### src/rtl/keypad_decimal_entry_pkg.sv
// Shared key codes, scan table and value helpers
// for the keypad decimal entry block.
package keypad_decimal_entry_pkg;

    localparam logic [3:0] KEY_NEG   = 4'hA;
    localparam logic [3:0] KEY_BKSP  = 4'hB;
    localparam logic [3:0] KEY_CLR   = 4'hC;
    localparam logic [3:0] KEY_ENTER = 4'hE;

    // Indexed by col*4 + row (row 0 at top).
    localparam logic [3:0] KEY_TABLE [16] = '{
        4'h1, 4'h4, 4'h7, 4'h0,
        4'h2, 4'h5, 4'h8, 4'hF,
        4'h3, 4'h6, 4'h9, 4'hE,
        4'hA, 4'hB, 4'hC, 4'hD
    };

    function automatic logic [3:0] key_code(input logic [3:0] idx);
        return KEY_TABLE[idx];
    endfunction

    // Sign-magnitude to 11-bit two's complement; -0 folds to 0.
    function automatic logic [10:0] to_signed(
        input logic       neg,
        input logic [9:0] mag
    );
        logic [10:0] m;
        m = {1'b0, mag};
        return neg ? (~m + 11'd1) : m;
    endfunction

endpackage

### src/rtl/keypad_decimal_entry_if.sv
// Keypad wiring and value outputs of the entry block.
// master = entry block, slave = keypad/display side.
interface keypad_decimal_entry_if;
    logic [3:0]  i_rows;
    logic [3:0]  o_cols;
    logic [10:0] o_edit;
    logic [1:0]  o_digits;
    logic [10:0] o_data;
    logic        o_valid;

    modport master (
        input  i_rows,
        output o_cols, o_edit, o_digits, o_data, o_valid
    );

    modport slave (
        output i_rows,
        input  o_cols, o_edit, o_digits, o_data, o_valid
    );
endinterface

### src/rtl/keypad_decimal_entry_scanner.sv
// Row sync, column scan, frame debounce and arming;
// emits a one-cycle key event per accepted press.
module keypad_decimal_entry_scanner
    import keypad_decimal_entry_pkg::*;
#(
    parameter int I_CLK_FRQ = 100_000_000,
    parameter int SCAN_FRQ  = 1_000,
    parameter int DEBOUNCE  = 4
) (
    input  logic       i_clk,
    input  logic       i_rst_n,
    input  logic [3:0] i_rows,
    output logic [3:0] o_cols,
    output logic [3:0] o_key,
    output logic       o_key_valid
);

    localparam int DIV = I_CLK_FRQ / SCAN_FRQ;
    localparam int DW  = (DIV > 1) ? $clog2(DIV) : 1;

    logic [DW-1:0] div_cnt;
    logic          tick;
    logic [3:0]    rows_q1;
    logic [3:0]    rows_q2;
    logic [1:0]    col;
    logic [15:0]   acc;
    logic [15:0]   prev;
    logic [15:0]   cur_map;
    logic [3:0]    stable;
    logic [3:0]    stable_nxt;
    logic          armed;
    logic          onehot;
    logic          settled;
    logic [3:0]    idx;

    assign tick   = (div_cnt == DW'(DIV - 1));
    assign o_cols = ~(4'b0001 << col);

    // Scan-rate divider: one tick every DIV clocks.
    always_ff @(posedge i_clk or negedge i_rst_n) begin
        if (!i_rst_n) div_cnt <= '0;
        else          div_cnt <= tick ? '0 : div_cnt + 1'b1;
    end

    // Two-flop synchronizer; idle rows read high.
    always_ff @(posedge i_clk or negedge i_rst_n) begin
        if (!i_rst_n) begin
            rows_q1 <= 4'hF;
            rows_q2 <= 4'hF;
        end else begin
            rows_q1 <= i_rows;
            rows_q2 <= rows_q1;
        end
    end

    // Current frame map with this column merged, plus debounce terms.
    always_comb begin
        cur_map = acc;
        cur_map[{col, 2'b00} +: 4] = ~rows_q2;
        if (cur_map == prev)
            stable_nxt = (stable == 4'hF) ? stable : stable + 4'd1;
        else
            stable_nxt = '0;
        settled = (stable_nxt == 4'(DEBOUNCE));
        onehot  = (cur_map != '0) &&
                  ((cur_map & (cur_map - 16'd1)) == '0);
        idx = '0;
        for (int i = 0; i < 16; i++)
            if (cur_map[i]) idx = 4'(i);
    end

    // Column stepping, frame compare, arming and key event.
    always_ff @(posedge i_clk or negedge i_rst_n) begin
        if (!i_rst_n) begin
            col         <= '0;
            acc         <= '0;
            prev        <= '0;
            stable      <= '0;
            armed       <= 1'b0;
            o_key       <= '0;
            o_key_valid <= 1'b0;
        end else begin
            o_key_valid <= 1'b0;
            if (tick) begin
                col <= col + 2'd1;
                if (col == 2'd3) begin
                    acc    <= '0;
                    prev   <= cur_map;
                    stable <= stable_nxt;
                    if (settled) begin
                        if (cur_map == '0) begin
                            armed <= 1'b1;
                        end else begin
                            armed <= 1'b0;
                            if (armed && onehot) begin
                                o_key_valid <= 1'b1;
                                o_key       <= key_code(idx);
                            end
                        end
                    end
                end else begin
                    acc <= cur_map;
                end
            end
        end
    end

endmodule

### src/rtl/keypad_decimal_entry.sv
// Keypad to signed decimal entry: digit accumulation,
// sign toggle, backspace, clear and commit.
module keypad_decimal_entry
    import keypad_decimal_entry_pkg::*;
#(
    parameter int I_CLK_FRQ = 100_000_000,
    parameter int SCAN_FRQ  = 1_000,
    parameter int DEBOUNCE  = 4,
    parameter int DIGITS    = 3
) (
    input  logic                  i_clk,
    input  logic                  i_rst_n,
    keypad_decimal_entry_if.master bus
);

    logic [3:0]  key;
    logic        key_valid;
    logic [9:0]  mag, mag_nxt;
    logic        neg, neg_nxt;
    logic [1:0]  cnt, cnt_nxt;
    logic        commit;
    logic [13:0] prod;
    logic [10:0] edit_q, data_q;
    logic        valid_q;

    keypad_decimal_entry_scanner #(
        .I_CLK_FRQ (I_CLK_FRQ),
        .SCAN_FRQ  (SCAN_FRQ),
        .DEBOUNCE  (DEBOUNCE)
    ) u_scanner (
        .i_clk       (i_clk),
        .i_rst_n     (i_rst_n),
        .i_rows      (bus.i_rows),
        .o_cols      (bus.o_cols),
        .o_key       (key),
        .o_key_valid (key_valid)
    );

    // Next entry state for the current key event.
    always_comb begin
        mag_nxt = mag;
        neg_nxt = neg;
        cnt_nxt = cnt;
        commit  = 1'b0;
        prod    = {4'b0, mag} * 14'd10 + {10'b0, key};
        if (key_valid) begin
            unique case (1'b1)
                (key <= 4'd9): begin
                    if (cnt < 2'(DIGITS)) begin
                        mag_nxt = prod[9:0];
                        if (!(mag == '0 && key == 4'd0))
                            cnt_nxt = cnt + 2'd1;
                    end
                end
                (key == KEY_NEG): neg_nxt = ~neg;
                (key == KEY_BKSP): begin
                    if (cnt != '0) begin
                        mag_nxt = mag / 10'd10;
                        cnt_nxt = cnt - 2'd1;
                    end
                end
                (key == KEY_CLR): begin
                    mag_nxt = '0;
                    neg_nxt = 1'b0;
                    cnt_nxt = '0;
                end
                (key == KEY_ENTER): begin
                    commit  = 1'b1;
                    mag_nxt = '0;
                    neg_nxt = 1'b0;
                    cnt_nxt = '0;
                end
                default: ;
            endcase
        end
    end

    // Entry registers, edit view and commit output.
    always_ff @(posedge i_clk or negedge i_rst_n) begin
        if (!i_rst_n) begin
            mag     <= '0;
            neg     <= 1'b0;
            cnt     <= '0;
            edit_q  <= '0;
            data_q  <= '0;
            valid_q <= 1'b0;
        end else begin
            mag     <= mag_nxt;
            neg     <= neg_nxt;
            cnt     <= cnt_nxt;
            edit_q  <= to_signed(neg_nxt, mag_nxt);
            valid_q <= commit;
            if (commit) data_q <= to_signed(neg, mag);
        end
    end

    assign bus.o_edit   = edit_q;
    assign bus.o_digits = cnt;
    assign bus.o_data   = data_q;
    assign bus.o_valid  = valid_q;

endmodule

### src/flat_wrapper.sv
// flat-port wrapper written by rule: the top's interface ports become plain ports
module keypad_decimal_entry_flat import keypad_decimal_entry_pkg::*;
#(
    parameter int I_CLK_FRQ = 100_000_000,
    parameter int SCAN_FRQ  = 1_000,
    parameter int DEBOUNCE  = 4,
    parameter int DIGITS    = 3
)
  (i_clk, i_rst_n, bus_i_rows, bus_o_cols, bus_o_edit, bus_o_digits, bus_o_data, bus_o_valid);
  keypad_decimal_entry_if bus_i ();
  input  logic i_clk;
  input  logic i_rst_n;
  input wire logic [$bits(bus_i.i_rows)-1:0] bus_i_rows;
  output wire logic [$bits(bus_i.o_cols)-1:0] bus_o_cols;
  output wire logic [$bits(bus_i.o_edit)-1:0] bus_o_edit;
  output wire logic [$bits(bus_i.o_digits)-1:0] bus_o_digits;
  output wire logic [$bits(bus_i.o_data)-1:0] bus_o_data;
  output wire logic [$bits(bus_i.o_valid)-1:0] bus_o_valid;
  assign bus_i.i_rows = bus_i_rows;
  assign bus_o_cols = bus_i.o_cols;
  assign bus_o_edit = bus_i.o_edit;
  assign bus_o_digits = bus_i.o_digits;
  assign bus_o_data = bus_i.o_data;
  assign bus_o_valid = bus_i.o_valid;
  keypad_decimal_entry #(.I_CLK_FRQ(I_CLK_FRQ), .SCAN_FRQ(SCAN_FRQ), .DEBOUNCE(DEBOUNCE), .DIGITS(DIGITS)) u_core (.i_clk(i_clk), .i_rst_n(i_rst_n), .bus(bus_i));
endmodule
### config.mk
export PLATFORM = sky130hd
export DESIGN_NAME = keypad_decimal_entry_flat
export DESIGN_NICKNAME = d
export VERILOG_FILES = /design/src/rtl/keypad_decimal_entry_pkg.sv /design/src/rtl/keypad_decimal_entry_if.sv /design/src/rtl/keypad_decimal_entry_scanner.sv /design/src/rtl/keypad_decimal_entry.sv /design/src/flat_wrapper.sv
export SDC_FILE = /design/constraint.sdc
export NUM_CORES = 1
export LEC_CHECK = 0
export ABC_AREA = 1
export CORE_AREA = 2 2 112 114
export CTS_CLUSTER_SIZE = 28
export DETAILED_ROUTE_END_ITERATION = 16
export DIE_AREA = 0 0 114 116
export MAX_ROUTING_LAYER = met4
export PLACE_DENSITY = 0.81
export SYNTH_ARGS = -nofsm -noshare
export SYNTH_HDL_FRONTEND = slang
export SYNTH_SLANG_ARGS = --single-unit
### constraint.sdc
create_clock -name i_clk -period 3.1 [get_ports i_clk]
set_clock_uncertainty 0.1 [all_clocks]
set_input_delay 0.31 -clock i_clk [delete_from_list [all_inputs] [get_ports i_clk]]
set_output_delay 0.31 -clock i_clk [all_outputs]
set_load 0.01 [all_outputs]
* Word level (Yosys, flattened, before mapping) *
Memory sizes are Yosys's and may differ from the RTL's. A register that Yosys moved wholly into a read port is not among the register bits.
Cells that the tools add are included.

word-level totals
  bits in registers = 101
  bits in read-only memories = 64
  input bits = 6
  output and inout bits = 29
  memories kept = 1

operators by class
  add/subtract/negate cells = 10
  multiply operators = 1
  divide/modulo/power cells = 1
  $lt $le $gt $ge = 2
  eq/ne operators = 12
  shifts and indexed selects = 3
  mux-type cells = 40
  bitwise gates (word level) = 8
  reduce and logical (&&, ||, !) cells = 16

memory list
  memory           depth  width  rd ports  clocked after memory_dff  wr ports  line                            text
  (no name shown)  16     4      1         1                         0         keypad_decimal_entry_pkg.sv:19  return KEY_TABLE[idx];

operator list
  kind                    count
  $mux 4                  14
  $logic_not 16->1        2
  $mux 10                 3
  $pmux 10 s3             1
  $add 11x1->11 const B   2
  $mux 11                 2
  $not 10->11             2
  $eq 4x4->1 const B      5
  $add 17x1->17 const B   1
  $eq 17x17->1 const B    1
  $mux 17                 1
  $and 16x16->16          1
  $bwmux 16               1
  $eq 16x16->1            1
  $mux 16                 1
  $reduce_bool 16->1      1
  $shift 4x6->16 const A  1
  $shiftx 4x6->16         1
  $sub 16x1->16 const B   1
  $add 10x4->10           1
  $div 10x4->10 const B   1
  $logic_not 10->1        1
  $mul 10x3->9 const B    1
  $mux 1                  10
  25 further kinds        37

* Depth between registers and ports, before layout *
  word-level depth = 19
  mapped depth = 38
  gate-level depth less buffers = 37

* Hierarchy *
From an unflattened synthesis, not the netlist that was laid out.

unflattened totals
  cell total of the unflattened synthesis = 918
  area, all modules = 6,860.3 um^2

by module, submodules not included
  module                        instances  cells an instance  area each (um^2)  seq. area each (um^2)
  keypad_decimal_entry_scanner  1          494                3,887.5           1,736.7
  keypad_decimal_entry          1          424                2,972.9           875.8

* Worst setup path after synthesis *
Ideal clock, no wire load.

  kind = register -> register
  start = register u_core.u_scanner.col[0]
  end = register u_core.u_scanner.o_key[1]
  data arrival time = 3,143 ps
  path slack = -263 ps
  cell stages (with the launch flop) = 21
  clock period less this slack = 3,363 ps
  cell sequence = dfrtp_1 inv_1 ha_1 inv_1 nand4_1 or2_2 o21ai_1 inv_1 o21ai_0 a21oi_1 o21ai_0 a21oi_1 o21ai_0 nand3_1 o211ai_1 inv_1 ha_1 o21ai_0 o21ai_0 o21ai_0 inv_1

on the way
  cells in the longest elaborated chain, start to end = 19
  elaborated cells on any way between the ends = 33
  classes of those cells = add/sub: 2; eq/ne: 3; shift: 2; mux: 17; bitwise: 3; reduce/logical: 6

ends and longest elaborated chain
  element                                                   line                                text
  start, declared                                           keypad_decimal_entry_scanner.sv:25  logic [1:0] col;
  start signal, assigned                                    keypad_decimal_entry_scanner.sv:85  col <= col + 2'd1;
  $neg 4->6                                                 keypad_decimal_entry_scanner.sv:59  cur_map[{col, 2'b00} +: 4] = ~rows_q2;
  $shiftx 4x6->16 / $shift 4x6->16 (equally long branches)  keypad_decimal_entry_scanner.sv:59
  $bwmux 16                                                 keypad_decimal_entry_scanner.sv:59
  $mux 1                                                    keypad_decimal_entry_scanner.sv:69  if (cur_map[i]) idx = 4'(i);
  $mux 2 (2 in series)                                      keypad_decimal_entry_scanner.sv:69
  $mux 4 (12 in series)                                     keypad_decimal_entry_scanner.sv:69
  $not 4->5 (implied by the code)                           keypad_decimal_entry_pkg.sv:19
  end, declared                                             keypad_decimal_entry_scanner.sv:14  output logic [3:0] o_key,

Several ways; a longest one is shown, not always the timed one.
A chain may end at the register's enable or synchronous reset.

* Worst setup path after layout *
  start = register u_core.mag[7]
  end = register u_core.edit_q[8] (netlist: u_core.bus.o_edit[8])

on the way
  elaborated cells on any way between the ends = 10
  classes of those cells = add/sub: 2; mul: 1; div: 1; mux: 5; bitwise: 1

RTL lines
  element                      line                            text
  start, declared              keypad_decimal_entry.sv:18      logic [9:0] mag, mag_nxt;
  start signal, assigned       keypad_decimal_entry.sv:88      mag <= mag_nxt;
  $div 10x4->10                keypad_decimal_entry.sv:58      mag_nxt = mag / 10'd10;
  $mux 10                      keypad_decimal_entry.sv:57      if (cnt != '0) begin
  $pmux 10 s3                  keypad_decimal_entry.sv:47      unique case (1'b1)
  $mux 10                      keypad_decimal_entry.sv:46      if (key_valid) begin
  named net u_core.mag_nxt[0]  keypad_decimal_entry.sv:18
  $not 10->11                  keypad_decimal_entry_pkg.sv:29  return neg ? (~m + 11'd1) : m;
  $add 11x1->11                keypad_decimal_entry_pkg.sv:29
  $mux 11                      keypad_decimal_entry_pkg.sv:29
  end signal, assigned         keypad_decimal_entry.sv:91      edit_q <= to_signed(neg_nxt, mag_nxt);
  end, declared                keypad_decimal_entry.sv:23      logic [10:0] edit_q, data_q;

The timed path passes the listed nets, and every way through them passes these cells.

==> impl_metrics.env <==
export IMPL_cts_buffer_depth=2
export IMPL_synthDistinctLibCells=50
export IMPL_grt_remaining_overflow=0
export IMPL_maxCapViolCount=0
export IMPL_final_fill_count=810
export IMPL_areaGrowthSynthToFinish_pct=33.9
export IMPL_hpwl_um=12000
export IMPL_worst_pin_slew_ns=0.845
export IMPL_place_area_um2=7810
export IMPL_path_common_cell="nand2_2"
export IMPL_first_pass_iters=5
export IMPL_grt_pass1_vias=6532
export IMPL_path_class="flip-flop to flip-flop"
export IMPL_final_cell_mix="nand2_1 (146), inv_1 (139), buf_4 (136)"
export IMPL_critical_path_max_fanout=5
export IMPL_finalNetCount=1067
export IMPL_reg2reg_from="u_core.mag[7]"
export IMPL_outcome="complete, but fails checks"
export IMPL_maxSlewViolCount=0
export IMPL_synth_main_ff_cell="dfrtp_1"
export IMPL_hold_start="bus_i_rows[1]"
export IMPL_seqCellArea_um2=2620
export IMPL_viasPerCell=5.60
export IMPL_htree_levels=3
export IMPL_period_share_pct=117
export IMPL_syn_area_per_cell_um2=7.54
export IMPL_drt_iter0_drc=516
export IMPL_port_buffer_count=34
export IMPL_hp_class="input port to flip-flop"
export IMPL_multi_input_area_um2=3650
export IMPL_crit_path_start="u_core.mag[7]"
export IMPL_slowest_delay_ns=0.46
export IMPL_layout_setup_ws_ns=-0.524
export IMPL_worstPathRequired_ns=3.24
export IMPL_n_antenna_cell=0
export IMPL_power_uw=2540
export IMPL_hold_slack_ns=0.252
export IMPL_syn_area_um2=6530
export IMPL_synthesis_nets=901
export IMPL_antenna_found_initial=0
export IMPL_start_util_pct=54.8
export IMPL_grt_use_total_pct=30.2
export IMPL_cts_buffers=9
export IMPL_leakagePower_uw=0.00453
export IMPL_setup_viol=16
export IMPL_routabilityCongestion=1.00
export IMPL_cts_sinks=104
export IMPL_clk_latency_ns=0.37
export IMPL_cts_tree="yes"
export IMPL_ys_ff_latch=104
export IMPL_netlist_area_leader_share_pct=36.8
export IMPL_dieWidth_um=114
export IMPL_post_drt_wl_per_cell_um=16.0
export IMPL_die_h_um=116
export IMPL_synth_area_leaders="dfrtp_1 (37%), nand2_1 (9.5%), inv_1 (8.7%)"
export IMPL_finalNonFillerCells=1183
export IMPL_layout_cells_most_common="nand2_1"
export IMPL_final_area_um2=8750
export IMPL_synth_top_cell_by_area="dfrtp_1"
export IMPL_seq_area_frac_synth_pct=40.0
export IMPL_hold_viol=0
export IMPL_dp_cells=1132
export IMPL_rows=40
export IMPL_vias=6620
export IMPL_cp_arrival_ns=3.76
export IMPL_crit_path_start_kind="flip-flop"
export IMPL_synth_edf_count=0
export IMPL_syn_inst=866
export IMPL_slowest_stage="dfrtp_2"
export IMPL_grt_pass1_wl_um=30800
export IMPL_io_pins=35
export IMPL_drt_total_wl_um=19000
export IMPL_final_layout_size_suffix_gt1_share_pct=29.0
export IMPL_relSlewSlack_pct=42.2
export IMPL_fmax_mhz=276
export IMPL_core_area_um2=11900
export IMPL_dieArea_um2=13200
export IMPL_dp_slack_ns=-0.422
export IMPL_cp_end_kind="flip-flop"
export IMPL_async_reset_ff_share_pct=100
export IMPL_grt_max_degree=56
export IMPL_rsz0062_at_grt="true"
export IMPL_drc_errors=0
export IMPL_cts_root_buf="clkbuf_16"
export IMPL_clkTransAtPathRegs_ns=0.08
export IMPL_ant_nets=0
export IMPL_period_minus_slack_ns=3.62
export IMPL_violations="setup timing"
export IMPL_ir_drop_uv=318
export IMPL_synthesis_yosys_warnings=0
export IMPL_power_density_nw_per_um2=290
==> per-stage QoR <==
stage,setup TNS (ns),utilization (%)
6_report,-4.22,73.4
4_1_cts,-1.64,71.4
2_1_floorplan,-0.219,-
5_1_grt,-7.77,73.4
3_5_place_dp,-2.97,65.6
3_3_place_gp,-1.45,65.6
==> power by group <==
| group | switching, uW | total [uW] | internal, uW |
|---|---|---|---|
| registers | 3.92 | 1370 | 1370 |
| logic | 51.4 | 80.9 | 29.5 |
| clock network | 541 | 1090 | 549 |
| total | 597 | 2540 | 1940 |
==> sequential cells by signal, summed over array words and instances (netlist names), 2 cells and up <==
register / cells
u_core.u_scanner.prev: 16
u_core.u_scanner.rows_q1: 4
u_core.u_scanner.acc: 16
u_core.bus.o_data: 11
u_core.u_scanner.div_cnt: 17
u_core.u_scanner.rows_q2: 4
u_core.bus.o_edit: 10
u_core.mag: 10
u_core.u_scanner.stable: 4
u_core.u_scanner.o_key: 4
u_core.u_scanner.col: 2
u_core.bus.o_digits: 2
==> kinds of logic after synthesis <==
| group | synth area share, % |
|---|---|
| xor gates and xnor gates | 5.10 |
| and+or+nand+nor | 23.7 |
| DFF | 40.0 |
| adders and majority gates | 5.79 |
| buffers and inverters | 10.7 |
| AOI/OAI and AO/OA | 14.6 |
| muxes | 0.153 |
==> Yosys cell counts (7+ instances only) <==
master / count
nand2_1: 165
inv_1: 151
dfrtp_1: 96
nor2_1: 81
o21ai_0: 62
nand3_1: 46
a21oi_1: 32
ha_1: 27
xor2_1: 24
o22ai_1: 22
nand4_1: 14
nor3_1: 14
xnor2_1: 14
nand2_2: 12
inv_2: 11
clkbuf_1: 10
dfstp_2: 8
nor4_1: 7
==> critical path, delay by kind of cell, from the launching register on <==
| kind | cells | cell delay, ns |
|---|---|---|
| simple gates | 26 | 2.01 |
| buf+inv | 4 | 0.22 |
| fa+ha+maj | 1 | 0.17 |
| xor+xnor | 1 | 0.18 |
| compound gates | 2 | 0.33 |
| flops | 1 | 0.46 |
==> layout make-up <==
type	instances	area share [%]
tap	147	2.10
inverter	163	7.11
sequential	104	30.0
multi-input combinational	581	41.7
timing repair buffer	173	16.0
clock buffer	10	2.62
clock inverter	5	0.472
==> worst paths after layout <==
check,to,cells after the start,slack (ns)
max,u_core.bus.o_edit[8],34,-0.52
min,u_core.u_scanner.rows_q1[1],1,0.25
max reg2reg,u_core.bus.o_edit[8],34,-0.52
min reg2reg,u_core.u_scanner.rows_q2[0],0,0.26
max in group asynchronous,u_core.mag[2],3,1.74
min in group asynchronous,u_core.u_scanner.acc[1],2,0.41
==> timing repair <==
action | 4_1_cts | 5_1_grt
hold endpoints to repair | 42 | 0
buffers inserted | 29 | 9
resized for setup | 71 | 53
setup endpoints to repair | 15 | 20
hold buffers | 1 | 0
pin swaps | 37 | 30
==> layer usage <==
| metal | share of wire [%] | track usage, % | vias up |
|---|---|---|---|
| met5 | 0 | - | - |
| met4 | 4.3 | 14.5 | 0 |
| met3 | 5.9 | 6.12 | 88 |
| met2 | 50 | 50.0 | 264 |
| met1 | 40 | 35.5 | 3139 |
| li1 | - | - | 3129 |
Power figures use the tool's default switching activity.
